--- src/rtl/trigger_unit.sv ---
// -----------------------------------------------------------------------------
// trigger_unit
//
// Trigger controller for the capture path. Combines NUM_CH channel triggers
// and one protocol trigger under a per-source enable mask (AND or OR mode).
// The combined condition must be qualified over qual_len consecutive sample
// strobes before it fires. After firing, the block counts post_cnt sample
// strobes, then flags capture complete and holds until acknowledged.
//
// Ports:
//   clk          system clock, rising edge
//   rst_n        asynchronous active-low reset
//   ch_trig      per-channel trigger condition (bit i = channel i+1)
//   prot_trig    protocol-decoder trigger condition
//   ch_en        per-channel enable mask          (latched on arm)
//   prot_en      protocol trigger enable          (latched on arm)
//   trig_mode    0 = AND of enabled, 1 = OR       (latched on arm)
//   qual_len     qualifying strobes, 0 means 1    (latched on arm)
//   post_cnt     post-trigger strobes to capture  (latched on arm)
//   armed        level arm request
//   force_trig   software trigger, bypasses source logic and qualification
//   smpl_en      sample strobe; all counting happens only on strobes
//   capture_ack  returns the block to IDLE, highest priority in every state
//   triggered    sticky trigger flag (registered)
//   trig_pulse   one-cycle pulse on entry to TRIG (registered)
//   capture_done high while in DONE (registered)
//   state        raw FSM encoding: IDLE=0, WAIT=1, TRIG=2, DONE=3
//
// Interface: level based, no valid/ready handshake. capture_done stays high
// until capture_ack is seen on a rising edge; if armed is still high then,
// the block passes through IDLE for one cycle and re-arms automatically.
// -----------------------------------------------------------------------------
module trigger_unit #(
  parameter int NUM_CH = 5,
  parameter int QUAL_W = 4,
  parameter int CNT_W  = 16
) (
  input  logic              clk,
  input  logic              rst_n,
  input  logic [NUM_CH-1:0] ch_trig,
  input  logic              prot_trig,
  input  logic [NUM_CH-1:0] ch_en,
  input  logic              prot_en,
  input  logic              trig_mode,
  input  logic [QUAL_W-1:0] qual_len,
  input  logic [CNT_W-1:0]  post_cnt,
  input  logic              armed,
  input  logic              force_trig,
  input  logic              smpl_en,
  input  logic              capture_ack,
  output logic              triggered,
  output logic              trig_pulse,
  output logic              capture_done,
  output logic [1:0]        state
);

  typedef enum logic [1:0] {
    ST_IDLE = 2'd0,
    ST_WAIT = 2'd1,
    ST_TRIG = 2'd2,
    ST_DONE = 2'd3
  } state_t;

  localparam logic [QUAL_W:0]   ONE_QW = 1;
  localparam logic [QUAL_W-1:0] ONE_Q  = 1;
  localparam logic [CNT_W-1:0]  ONE_C  = 1;

  state_t              r_state;
  logic                r_triggered;
  logic                r_trig_pulse;
  logic                r_done;
  logic [QUAL_W-1:0]   r_qual_cnt;
  logic [CNT_W-1:0]    r_post_cnt;

  // Configuration captured on the IDLE->WAIT edge
  logic [NUM_CH-1:0]   r_ch_en;
  logic                r_prot_en;
  logic                r_mode;
  logic [QUAL_W-1:0]   r_qual_len;
  logic [CNT_W-1:0]    r_post_len;

  logic                w_any_en;
  logic                w_and_ok;
  logic                w_or_hit;
  logic                w_cond;
  logic [QUAL_W:0]     w_qual_next;
  logic [QUAL_W:0]     w_qual_req;
  logic                w_qual_met;
  logic                w_fire;
  logic [CNT_W-1:0]    w_post_next;

  // A disabled source counts as "satisfied" for AND and "silent" for OR;
  // an empty mask never produces a condition in either mode.
  assign w_any_en = (|r_ch_en) | r_prot_en;
  assign w_and_ok = (&(ch_trig | ~r_ch_en)) & (prot_trig | ~r_prot_en);
  assign w_or_hit = (|(ch_trig & r_ch_en)) | (prot_trig & r_prot_en);
  assign w_cond   = w_any_en & (r_mode ? w_or_hit : w_and_ok);

  // One bit wider so the +1 cannot wrap; qual_len of 0 behaves as 1.
  assign w_qual_next = {1'b0, r_qual_cnt} + ONE_QW;
  assign w_qual_req  = (r_qual_len == '0) ? ONE_QW : {1'b0, r_qual_len};
  assign w_qual_met  = (w_qual_next >= w_qual_req);

  assign w_fire      = force_trig | (smpl_en & w_cond & w_qual_met);
  assign w_post_next = r_post_cnt + ONE_C;

  always_ff @(posedge clk or negedge rst_n) begin
    if (!rst_n) begin
      r_state      <= ST_IDLE;
      r_triggered  <= 1'b0;
      r_trig_pulse <= 1'b0;
      r_done       <= 1'b0;
      r_qual_cnt   <= '0;
      r_post_cnt   <= '0;
      r_ch_en      <= '0;
      r_prot_en    <= 1'b0;
      r_mode       <= 1'b0;
      r_qual_len   <= '0;
      r_post_len   <= '0;
    end else begin
      r_trig_pulse <= 1'b0;
      if (capture_ack) begin
        r_state     <= ST_IDLE;
        r_triggered <= 1'b0;
        r_done      <= 1'b0;
        r_qual_cnt  <= '0;
        r_post_cnt  <= '0;
      end else begin
        case (r_state)
          ST_IDLE: begin
            if (armed) begin
              r_state    <= ST_WAIT;
              r_qual_cnt <= '0;
              r_ch_en    <= ch_en;
              r_prot_en  <= prot_en;
              r_mode     <= trig_mode;
              r_qual_len <= qual_len;
              r_post_len <= post_cnt;
            end
          end
          ST_WAIT: begin
            if (w_fire) begin
              r_state      <= ST_TRIG;
              r_triggered  <= 1'b1;
              r_trig_pulse <= 1'b1;
              r_post_cnt   <= '0;
            end else if (!armed) begin
              r_state <= ST_IDLE;
            end else if (smpl_en) begin
              // Saturate rather than wrap so a long run stays qualified
              if (!w_cond)
                r_qual_cnt <= '0;
              else if (!(&r_qual_cnt))
                r_qual_cnt <= r_qual_cnt + ONE_Q;
            end
          end
          ST_TRIG: begin
            if (r_post_len == '0) begin
              r_state <= ST_DONE;
              r_done  <= 1'b1;
            end else if (smpl_en) begin
              r_post_cnt <= w_post_next;
              if (w_post_next == r_post_len) begin
                r_state <= ST_DONE;
                r_done  <= 1'b1;
              end
            end
          end
          ST_DONE: begin
            r_done      <= 1'b1;
            r_triggered <= 1'b1;
          end
          default: r_state <= ST_IDLE;
        endcase
      end
    end
  end

  assign triggered    = r_triggered;
  assign trig_pulse   = r_trig_pulse;
  assign capture_done = r_done;
  assign state        = r_state;

endmodule

--- config.mk ---
export PLATFORM = sky130hd
export DESIGN_NAME = trigger_unit
export DESIGN_NICKNAME = d
export VERILOG_FILES = /design/src/rtl/trigger_unit.sv
export SDC_FILE = /design/constraint.sdc
export NUM_CORES = 1
export LEC_CHECK = 0
export BUFFER_PORTS_ARGS = -buffer_cell sky130_fd_sc_hd__buf_2
export CAP_MARGIN = 20
export CORE_ASPECT_RATIO = 0.5
export CORE_MARGIN = 2
export CORE_UTILIZATION = 53
export CTS_CLUSTER_DIAMETER = 30
export DETAILED_ROUTE_END_ITERATION = 6
export GPL_TIMING_DRIVEN = 1
export PLACE_DENSITY = 0.74
export SYNTH_ARGS = -nofsm -noshare
export SYNTH_HDL_FRONTEND = slang
export SYNTH_SLANG_ARGS = --single-unit
--- constraint.sdc ---
create_clock -name clk -period 7.25 [get_ports clk]
set_clock_uncertainty 0.1 [all_clocks]
set_input_delay 0.3625 -clock clk [delete_from_list [all_inputs] [get_ports clk]]
set_output_delay 0.3625 -clock clk [all_outputs]
set_load 0.02 [all_outputs]
==> results of run 1 <==
-- kinds of logic (layout without fill, tap and decap cells) --
family,after synthesis,count (layout),share of synthesized area
AOI/OAI and AO/OA,72,72,0.160
xor gates and xnor gates,20,20,0.0522
adders and majority gates,10,10,0.0373
buffers and inverters,40,72,0.0515
DFF,52,52,0.388
muxes,35,35,0.115
and+or+nand+nor,117,117,0.196
-- worst max path at each step --
stage	from	endpoint	slack, ns	cells past startpoint
2_1_floorplan	r_post_cnt[0]$_DFFE_PN0P_	state[0]$_DFFE_PN0P_	4.58	8
3_3_place_gp	r_qual_cnt[0]$_DFFE_PN0P_	r_post_cnt[13]$_DFFE_PN0P_	4.15	9
3_5_place_dp	r_qual_cnt[0]$_DFFE_PN0P_	r_post_cnt[10]$_DFFE_PN0P_	4.00	9
4_1_cts	r_qual_cnt[0]$_DFFE_PN0P_	r_post_cnt[10]$_DFFE_PN0P_	3.98	9
5_1_grt	r_qual_cnt[0]$_DFFE_PN0P_	r_post_cnt[10]$_DFFE_PN0P_	3.66	9
6_report	r_qual_cnt[0]$_DFFE_PN0P_	r_post_cnt[10]$_DFFE_PN0P_	3.95	9
-- sequential cells by signal, summed over array words and instances (netlist names) --
register      flops
r_post_cnt       16
r_post_len       16
r_ch_en           5
r_qual_cnt        4
r_qual_len        4
state             2
capture_done      1
r_mode            1
r_prot_en         1
trig_pulse        1
triggered         1
-- through the flow --
step,utilization,hold WS (ns),instances
2_1_floorplan,-,-0.0331,346
5_1_grt,0.619,0.185,466
3_5_place_dp,0.589,0.385,456
3_3_place_gp,0.589,0.378,456
4_1_cts,0.614,0.191,464
6_report,0.619,0.193,466
-- power breakdown --
group	total, uW	leakage (uW)	switching (uW)	internal (uW)
Sequential	408	0.000663	60.9	347
Clock	243	0.0000744	112	131
Combinational	282	0.000884	142	141
Total	933	0.00162	315	618
-- layout make-up --
cell class | count | area [um^2]
clock inverters | 3 | 26.3
clock buffers | 5 | 125
fillers | 522 | 2320
flip-flops and latches | 52 | 1300
well taps | 88 | 110
inverters | 18 | 67.6
repair buffers | 46 | 253
multi-input cells | 254 | 1880
-- critical path, delay by kind of cell (launching register included) --
kind / cells / cell delay [ns]
XOR/XNOR: 1 / 0.17
AND/OR/NAND/NOR: 1 / 0.53
flip-flops: 1 / 0.43
adder cells (fa/ha/maj): 2 / 0.54
AO/OA/AOI/OAI: 5 / 1.47
-- repair_timing --
action | in CTS | in global routing
endpoints found under the setup margin | 0 | 0
hold endpoints to repair | 0 | 17
hold buffers | 0 | 1
-- layer usage --
metal	vias to the layer above	share of wire	GRT usage
met4	0	0.015	0.0884
li1	1332	-	-
met2	95	0.49	0.395
met5	-	0	0
met1	1358	0.44	0.319
met3	13	0.057	0.0629
-- layout by cell type, fill, tap and decap left out, types with 4 or more instances in the layout --
| cell | netlist | final |
|---|---|---|
| buf_2 | 4 | 43 |
| xor2_1 | 6 | 6 |
| nand4_1 | 5 | 5 |
| nor2_1 | 23 | 23 |
| o22ai_1 | 11 | 11 |
| xnor2_1 | 14 | 14 |
| inv_1 | 18 | 18 |
| nand3_1 | 16 | 16 |
| nor3_1 | 4 | 4 |
| clkbuf_16 | 0 | 5 |
| mux2i_1 | 7 | 7 |
| o21ai_0 | 12 | 12 |
| nand2_1 | 19 | 19 |
| a22o_1 | 12 | 12 |
| nor4_1 | 9 | 9 |
| nor2b_1 | 8 | 8 |
| ha_1 | 10 | 10 |
| nand2b_1 | 11 | 11 |
| mux2_2 | 27 | 27 |
| dfrtp_1 | 52 | 52 |
| a21oi_1 | 7 | 7 |
==> results_dict.tcl, run 1 <==
set metrics [dict create \
    drtPass1Iterations 4 \
    stdcell_area_um2 3760 \
    cts-root-buf "clkbuf_16" \
    diodes 0 \
    grt_max_degree 53 \
    drc 0 \
    power_uw 933 \
    yosysTopAreaCell "dfrtp_1" \
    fmax_mhz 303 \
    die_area_um2 7020 \
    critPathArrivalTime_ns 3.43 \
    core-area_um2 6080 \
    clkTransAtPathRegs_ns 0.07 \
    start_kind "flop" \
    fin_crit_sh 0.455 \
    setup_tns_ns 0 \
    port_buffers 43 \
    cts_buffers 5 \
    gp_congestion 0.945 \
    drtAntennaViolNets 0 \
    routed_wl_mm 8.02 \
    drive_gt1_frac 0.243 \
    start_util 0.552 \
    ys_ff_latch 52 \
    layout_setup_ws_ns 3.95 \
    die_y_um 60.3 \
    relSlewSlack 0.440 \
    end_kind "flop" \
    antenna_found_initial 0 \
    yosysMostFrequentCell "dfrtp_1" \
    critPathSlowestCell "a21oi_2" \
    regToRegEndpoint "r_post_cnt[10]$_DFFE_PN0P_" \
    grtUsageTotal 0.243 \
    fp-row-count 20 \
    async_reset_ff_frac 1.00 \
    dp_hpwl_mm 5.80 \
    ys_seq_area_frac 0.388 \
    post_cts_buffers 0 \
    critPathKind "reg2reg" \
    status "finished clean" \
    crit_chain "ha_1, xor2_1, ha_1, o21ai_0, o21ai_0, a41oi_2, a21oi_2, and2_1, a22o_1" \
    hold_path_depth 2 \
    r2r_start "r_qual_cnt[0]$_DFFE_PN0P_" \
    finalHoldViolations 0 \
    ios 44 \
    p_per_area_nw_per_um2 248 \
    die_w_um 117 \
    grt_pass1_vias 2689 \
    num-nets-final 426 \
    whs_endpoint "r_post_len[4]$_DFFE_PN0P_" \
    clock-sinks 52 \
    tightest_slew_ns 0.840 \
    drtIter0Drc 166 \
    synth_ff_type "dfrtp_1" \
    synthesis.area_um2 3350 \
    min_period_ns 3.30 \
    clock_path_buffers 2 \
    setup_viol 0 \
    htreeDepth 2 \
    vias 2798 \
    hold_start "post_cnt[4]" \
    syn2layout_area_growth_pct 12.2 \
    insertion_delay_ns 0.30 \
    yosysWarnings 0 \
    slowest_delay_ns 0.71 \
    ys_types 57 \
    peakVddDrop_mv 0.130 \
    synth_edf_count 0 \
    place_area_um2 3580 \
    syn_nets 395 \
    rsz0062_at_grt "false" \
    p_leak_uw 0.00162 \
    path_max_fanout 20 \
    viasPerCell 6.00 \
    grt-ovfl-total 0 \
    cts_tree "built" \
    r2r_cells 9 \
    r2r_slack_ns 3.95 \
    cp.required_ns 7.38 \
    syn-instance-count 346 \
    synthTopCellsByArea "dfrtp_1 (39%), mux2_2 (9.1%), ha_1 (3.7%)" \
    synth_common_cells "dfrtp_1 (52), mux2_2 (27), nor2_1 (23)" \
    cts_resized 0 \
    max_cap_violations 0 \
    hp-class "in2reg" \
    place_ws_ns 4.00 \
    yosysTopAreaCellShare 0.388 \
    grt_first_pass_wirelength_mm 13.0 \
    slew_violations 0 \
    wl_per_cell_um 17.2 \
    avgSynthCellArea_um2 9.69 \
]
Note: power is estimated with default switching activity, not from simulation.
==> run 2, diff against run 1 <==
==> constraint.sdc (replaced) <==
create_clock -name clk -period 3.4 [get_ports clk]
set_clock_uncertainty 0.1 [all_clocks]
set_input_delay 0.17 -clock clk [delete_from_list [all_inputs] [get_ports clk]]
set_output_delay 0.17 -clock clk [all_outputs]
set_load 0.02 [all_outputs]
==> run 2 against run 1 <==
Cell count grew 1.9%. Clock power grew 150%. Via count grew 1.1%. Critical path type unchanged. First-iteration DRC count grew 31%. Largest cell class unchanged. Sequential share of layout area shrank 0.79 points. Non-clock buffer count grew 9.
==> results_dict.tcl, run 2 (same netlist as run 1, synthesis figures left out) <==
set metrics [dict create \
    core-area_um2 6080 \
    relSlewSlack 0.477 \
    end_kind "flop" \
    cp.required_ns 3.48 \
    final_common_cell "dfrtp_1" \
    status "finished clean" \
    fin_crit_sh 0.907 \
    grtUsageTotal 0.253 \
    path_max_fanout 8 \
    clock-sinks 52 \
    hp-class "in2reg" \
    finalHoldViolations 0 \
    hold_path_depth 2 \
    dp_hpwl_mm 5.97 \
    setup_tns_ns 0 \
    clkTransAtPathRegs_ns 0.07 \
    setup_viol 0 \
    final_cell_mix "dfrtp_1 (52), buf_2 (43), mux2_2 (27), nor2_1 (23), nand2_1 (19)" \
    die_area_um2 7020 \
    clock_path_buffers 2 \
    start_util 0.552 \
    gp_congestion 0.900 \
    grt-ovfl-total 0 \
    vias 2830 \
    fmax_mhz 324 \
    antenna_found_initial 0 \
    drive_gt1_frac 0.248 \
    cts_buffers 5 \
    tightest_slew_ns 0.784 \
    ios 44 \
    num-nets-final 435 \
    routed_wl_mm 8.28 \
    diodes 0 \
    drtAntennaViolNets 0 \
    grt_max_degree 34 \
    drc 0 \
    power_uw 2070 \
    cts_tree "built" \
    p_per_area_nw_per_um2 538 \
    max_cap_violations 0 \
    r2r_cells 8 \
    syn2layout_area_growth_pct 14.8 \
    start_kind "flop" \
    viasPerCell 5.96 \
    drtPass1Iterations 5 \
    place_ws_ns 0.354 \
    insertion_delay_ns 0.30 \
    min_period_ns 3.08 \
    critPathKind "reg2reg" \
    post_cts_buffers 0 \
    wl_per_cell_um 17.4 \
    rsz0062_at_grt "false" \
    slew_violations 0 \
    grt_pass1_vias 2833 \
    reg_top3 "r_post_cnt x16, r_post_len x16, r_ch_en x5" \
    die_y_um 60.3 \
    critPathArrivalTime_ns 3.17 \
    cts-root-buf "clkbuf_16" \
    p_leak_uw 0.00167 \
    port_buffers 43 \
    htreeDepth 2 \
    peakVddDrop_mv 0.288 \
    grt_first_pass_wirelength_mm 13.6 \
    fp-row-count 20 \
    die_w_um 117 \
    drtIter0Drc 218 \
    layout_setup_ws_ns 0.317 \
]
[run 2: timing repair]
action,CTS,global route
gates resized for setup,0,0
hold buffers,5,1
hold endpoints to repair,36,1
[run 2: area by class of cell]
class	instances	area, um^2
Fill cell	518	2230
Multi-Input combinational cell	254	1880
Sequential cell	52	1300
Clock buffer	5	125
Timing Repair Buffer	55	320
Clock inverter	3	46.3
Inverter	18	67.6
Tap cell	88	110
[run 2: where the power goes]
group | leakage, uW | internal, uW | switching, uW
clock network | 0.0000857 | 352 | 248
registers | 0.000663 | 740 | 125
logic | 0.000922 | 307 | 301
[run 2: routing by layer]
metal / track usage / routed length (um) / up-vias
li1: - / - / 1351
met1: 0.336 / 3800 / 1368
met2: 0.414 / 3920 / 92
met3: 0.0578 / 432 / 19
met4: 0.0867 / 137 / 0
met5: 0 / 0 / -
[run 2: critical path: stages, from the launching register on]
cell and delay [ns]:
dfrtp_1 0.50, ha_1 0.29, nand3_1 0.29, nor4_1 0.44, o32ai_1 0.18, a2111oi_2 0.39
nand4_2 0.21, a21oi_2 0.23, mux2_1 0.33
[run 2: final timing paths]
check / end / start / slack [ns]
max in group asynchronous: r_post_len[9]$_DFFE_PN0P_ / rst_n / 2.02
min in group asynchronous: r_qual_cnt[2]$_DFFE_PN0P_ / rst_n / 0.39
max: state[0]$_DFFE_PN0P_ / r_post_cnt[0]$_DFFE_PN0P_ / 0.32
min: r_qual_len[1]$_DFFE_PN0P_ / qual_len[1] / 0.002
max reg2reg: state[0]$_DFFE_PN0P_ / r_post_cnt[0]$_DFFE_PN0P_ / 0.32
min reg2reg: triggered$_DFFE_PN0P_ / triggered$_DFFE_PN0P_ / 0.40
[run 2: through the flow]
stage,instances,hold WS [ns],instance area [um^2],util
after floorplan,346,-0.226,3350,-
after global placement,461,0.159,3620,0.595
after detailed placement,461,0.180,3620,0.595
after CTS,474,0.000266,3840,0.632
after global routing,475,0.00115,3850,0.633
final,475,0.00180,3850,0.633
==> run 3, diff against run 2 <==
--- a/config.mk
+++ b/config.mk
@@ -7,7 +7,6 @@
 export LEC_CHECK = 0
 export BUFFER_PORTS_ARGS = -buffer_cell sky130_fd_sc_hd__buf_2
 export CAP_MARGIN = 20
-export CORE_ASPECT_RATIO = 0.5
 export CORE_MARGIN = 2
 export CORE_UTILIZATION = 53
 export CTS_CLUSTER_DIAMETER = 30
==> run 3 against run 2 <==
Combinational power increased by 3%. Hold slack gained 0.085 ns. Utilization up 2.9 points. Critical endpoint unchanged.
==> results_dict.tcl, run 3 (same netlist as run 1, synthesis figures left out) <==
set metrics [dict create \
    status "finished clean" \
    peakVddDrop_mv 0.341 \
    critPathArrivalTime_ns 3.17 \
    gp_congestion 0.960 \
    place_area_um2 3600 \
    htreeDepth 2 \
    core-area_um2 6030 \
    clock-sinks 52 \
    wl_per_cell_um 17.0 \
    critPathKind "reg2reg" \
    insertion_delay_ns 0.31 \
    layout.cells.non_filler 483 \
    cts_tree "built" \
    die_area_um2 6980 \
    ios 44 \
    slew_violations 0 \
    die_y_um 83.6 \
    grt_first_pass_wirelength_mm 14.0 \
    num-nets-final 456 \
    setup_viol 0 \
    drtPass1Iterations 4 \
    p_per_area_nw_per_um2 488 \
    final_common_cell "dfrtp_1" \
    start_util 0.557 \
    clock_path_buffers 2 \
    grt_pass1_vias 2873 \
    fp-row-count 28 \
    dp_hpwl_mm 5.67 \
    grt-ovfl-total 0 \
    drtAntennaViolNets 0 \
    routed_wl_mm 8.22 \
    layout_setup_ws_ns 0.327 \
    reg_top3 "r_post_cnt x16, r_post_len x16, r_ch_en x5" \
    setup_tns_ns 0 \
    port_buffers 43 \
    fmax_mhz 325 \
    cp.required_ns 3.50 \
    place_ws_ns 0.423 \
    seqCellArea_um2 1300 \
    tightest_slew_ns 0.584 \
    max_cap_violations 0 \
    antenna_found_initial 0 \
    syn2layout_area_growth_pct 19.0 \
    drive_gt1_frac 0.233 \
    multiInputGateArea_um2 1880 \
    n_fill_cell 498 \
    relSlewSlack 0.611 \
    grt_max_degree 33 \
    start_kind "flop" \
    diodes 0 \
    grtUsageTotal 0.243 \
    end_kind "flop" \
    clkTransAtPathRegs_ns 0.10 \
    post_cts_buffers 0 \
    drc 0 \
    path_max_fanout 8 \
    viasPerCell 6.00 \
    fin_crit_sh 0.904 \
    min_period_ns 3.07 \
    cts_buffers 5 \
    rsz0062_at_grt "false" \
    p_leak_uw 0.00173 \
    cts-root-buf "clkbuf_8" \
    stdcell_area_um2 3990 \
    die_w_um 83.6 \
    placed_cells 447 \
    drtIter0Drc 371 \
    hp-class "in2reg" \
    finalHoldViolations 0 \
    vias 2897 \
    final_cell_mix "dfrtp_1 (52), buf_2 (43), dlygate4sd3_1 (28), mux2_2 (27), nor2_1 (23)" \
]
==> run 3: changes by cell type in the layout (fill, tap and decap cells not counted), sizes merged <==
cell,delta
buf,-1
clkinv,-1
clkinvlp,+1
dlygate4sd3,+22
==> run 3: path summary, 6_finish.rpt <==
kind	from	to	slack, ns	cells after the start
setup reg to reg	r_post_cnt[0]$_DFFE_PN0P_	state[0]$_DFFE_PN0P_	0.33	8
setup / recovery	r_post_cnt[0]$_DFFE_PN0P_	state[0]$_DFFE_PN0P_	0.33	8
hold reg to reg	triggered$_DFFE_PN0P_	triggered$_DFFE_PN0P_	0.41	2
min in group asynchronous	rst_n	r_post_cnt[2]$_DFFE_PN0P_	0.26	2
hold / removal	armed	r_qual_cnt[2]$_DFFE_PN0P_	0.09	3
max in group asynchronous	rst_n	r_post_cnt[11]$_DFFE_PN0P_	2.17	3
==> run 3: repair_timing <==
action,CTS,global route
hold endpoints to repair,49,0
resized for setup,0,0
hold buffers,28,0
==> run 3: power breakdown <==
group | internal, uW | total (uW) | switching [uW]
Combinational | 323 | 628 | 305
Clock | 222 | 444 | 222
Sequential | 739 | 877 | 137
==> run 3: layout make-up <==
| class | instances | area share |
|---|---|---|
| Clock inverter | 3 | 0.0116 |
| Sequential cell | 52 | 0.326 |
| Multi-Input combinational cell | 254 | 0.471 |
| Inverter | 18 | 0.0169 |
| Clock buffer | 5 | 0.0172 |
| Tap cell | 75 | 0.0235 |
| Timing Repair Buffer | 76 | 0.134 |
==> run 3: stage by stage <==
stage	hold slack [ns]	total power (uW)	util
floorplan	-0.226	1320	-
global placement	0.0784	1460	0.597
detailed placement	0.0824	1480	0.597
CTS	0.0774	1950	0.662
global route	0.0977	2060	0.662
finish	0.0870	1950	0.662
==> run 3: routing by layer <==
metal,wire (um),up-vias,global-route usage
met5,0,-,0
met4,138,0,0.0689
met3,394,15,0.0415
met2,4090,89,0.416
met1,3590,1404,0.318
li1,-,1389,-
==> run 3: critical path, cell delays in order, from the launching register on <==
cell       delay (ns)
dfrtp_1          0.51
ha_1             0.29
nand3_1          0.27
nor4_1           0.48
o32ai_1          0.18
a2111oi_2        0.39
nand4_2          0.17
a21oi_2          0.21
mux2_1           0.34
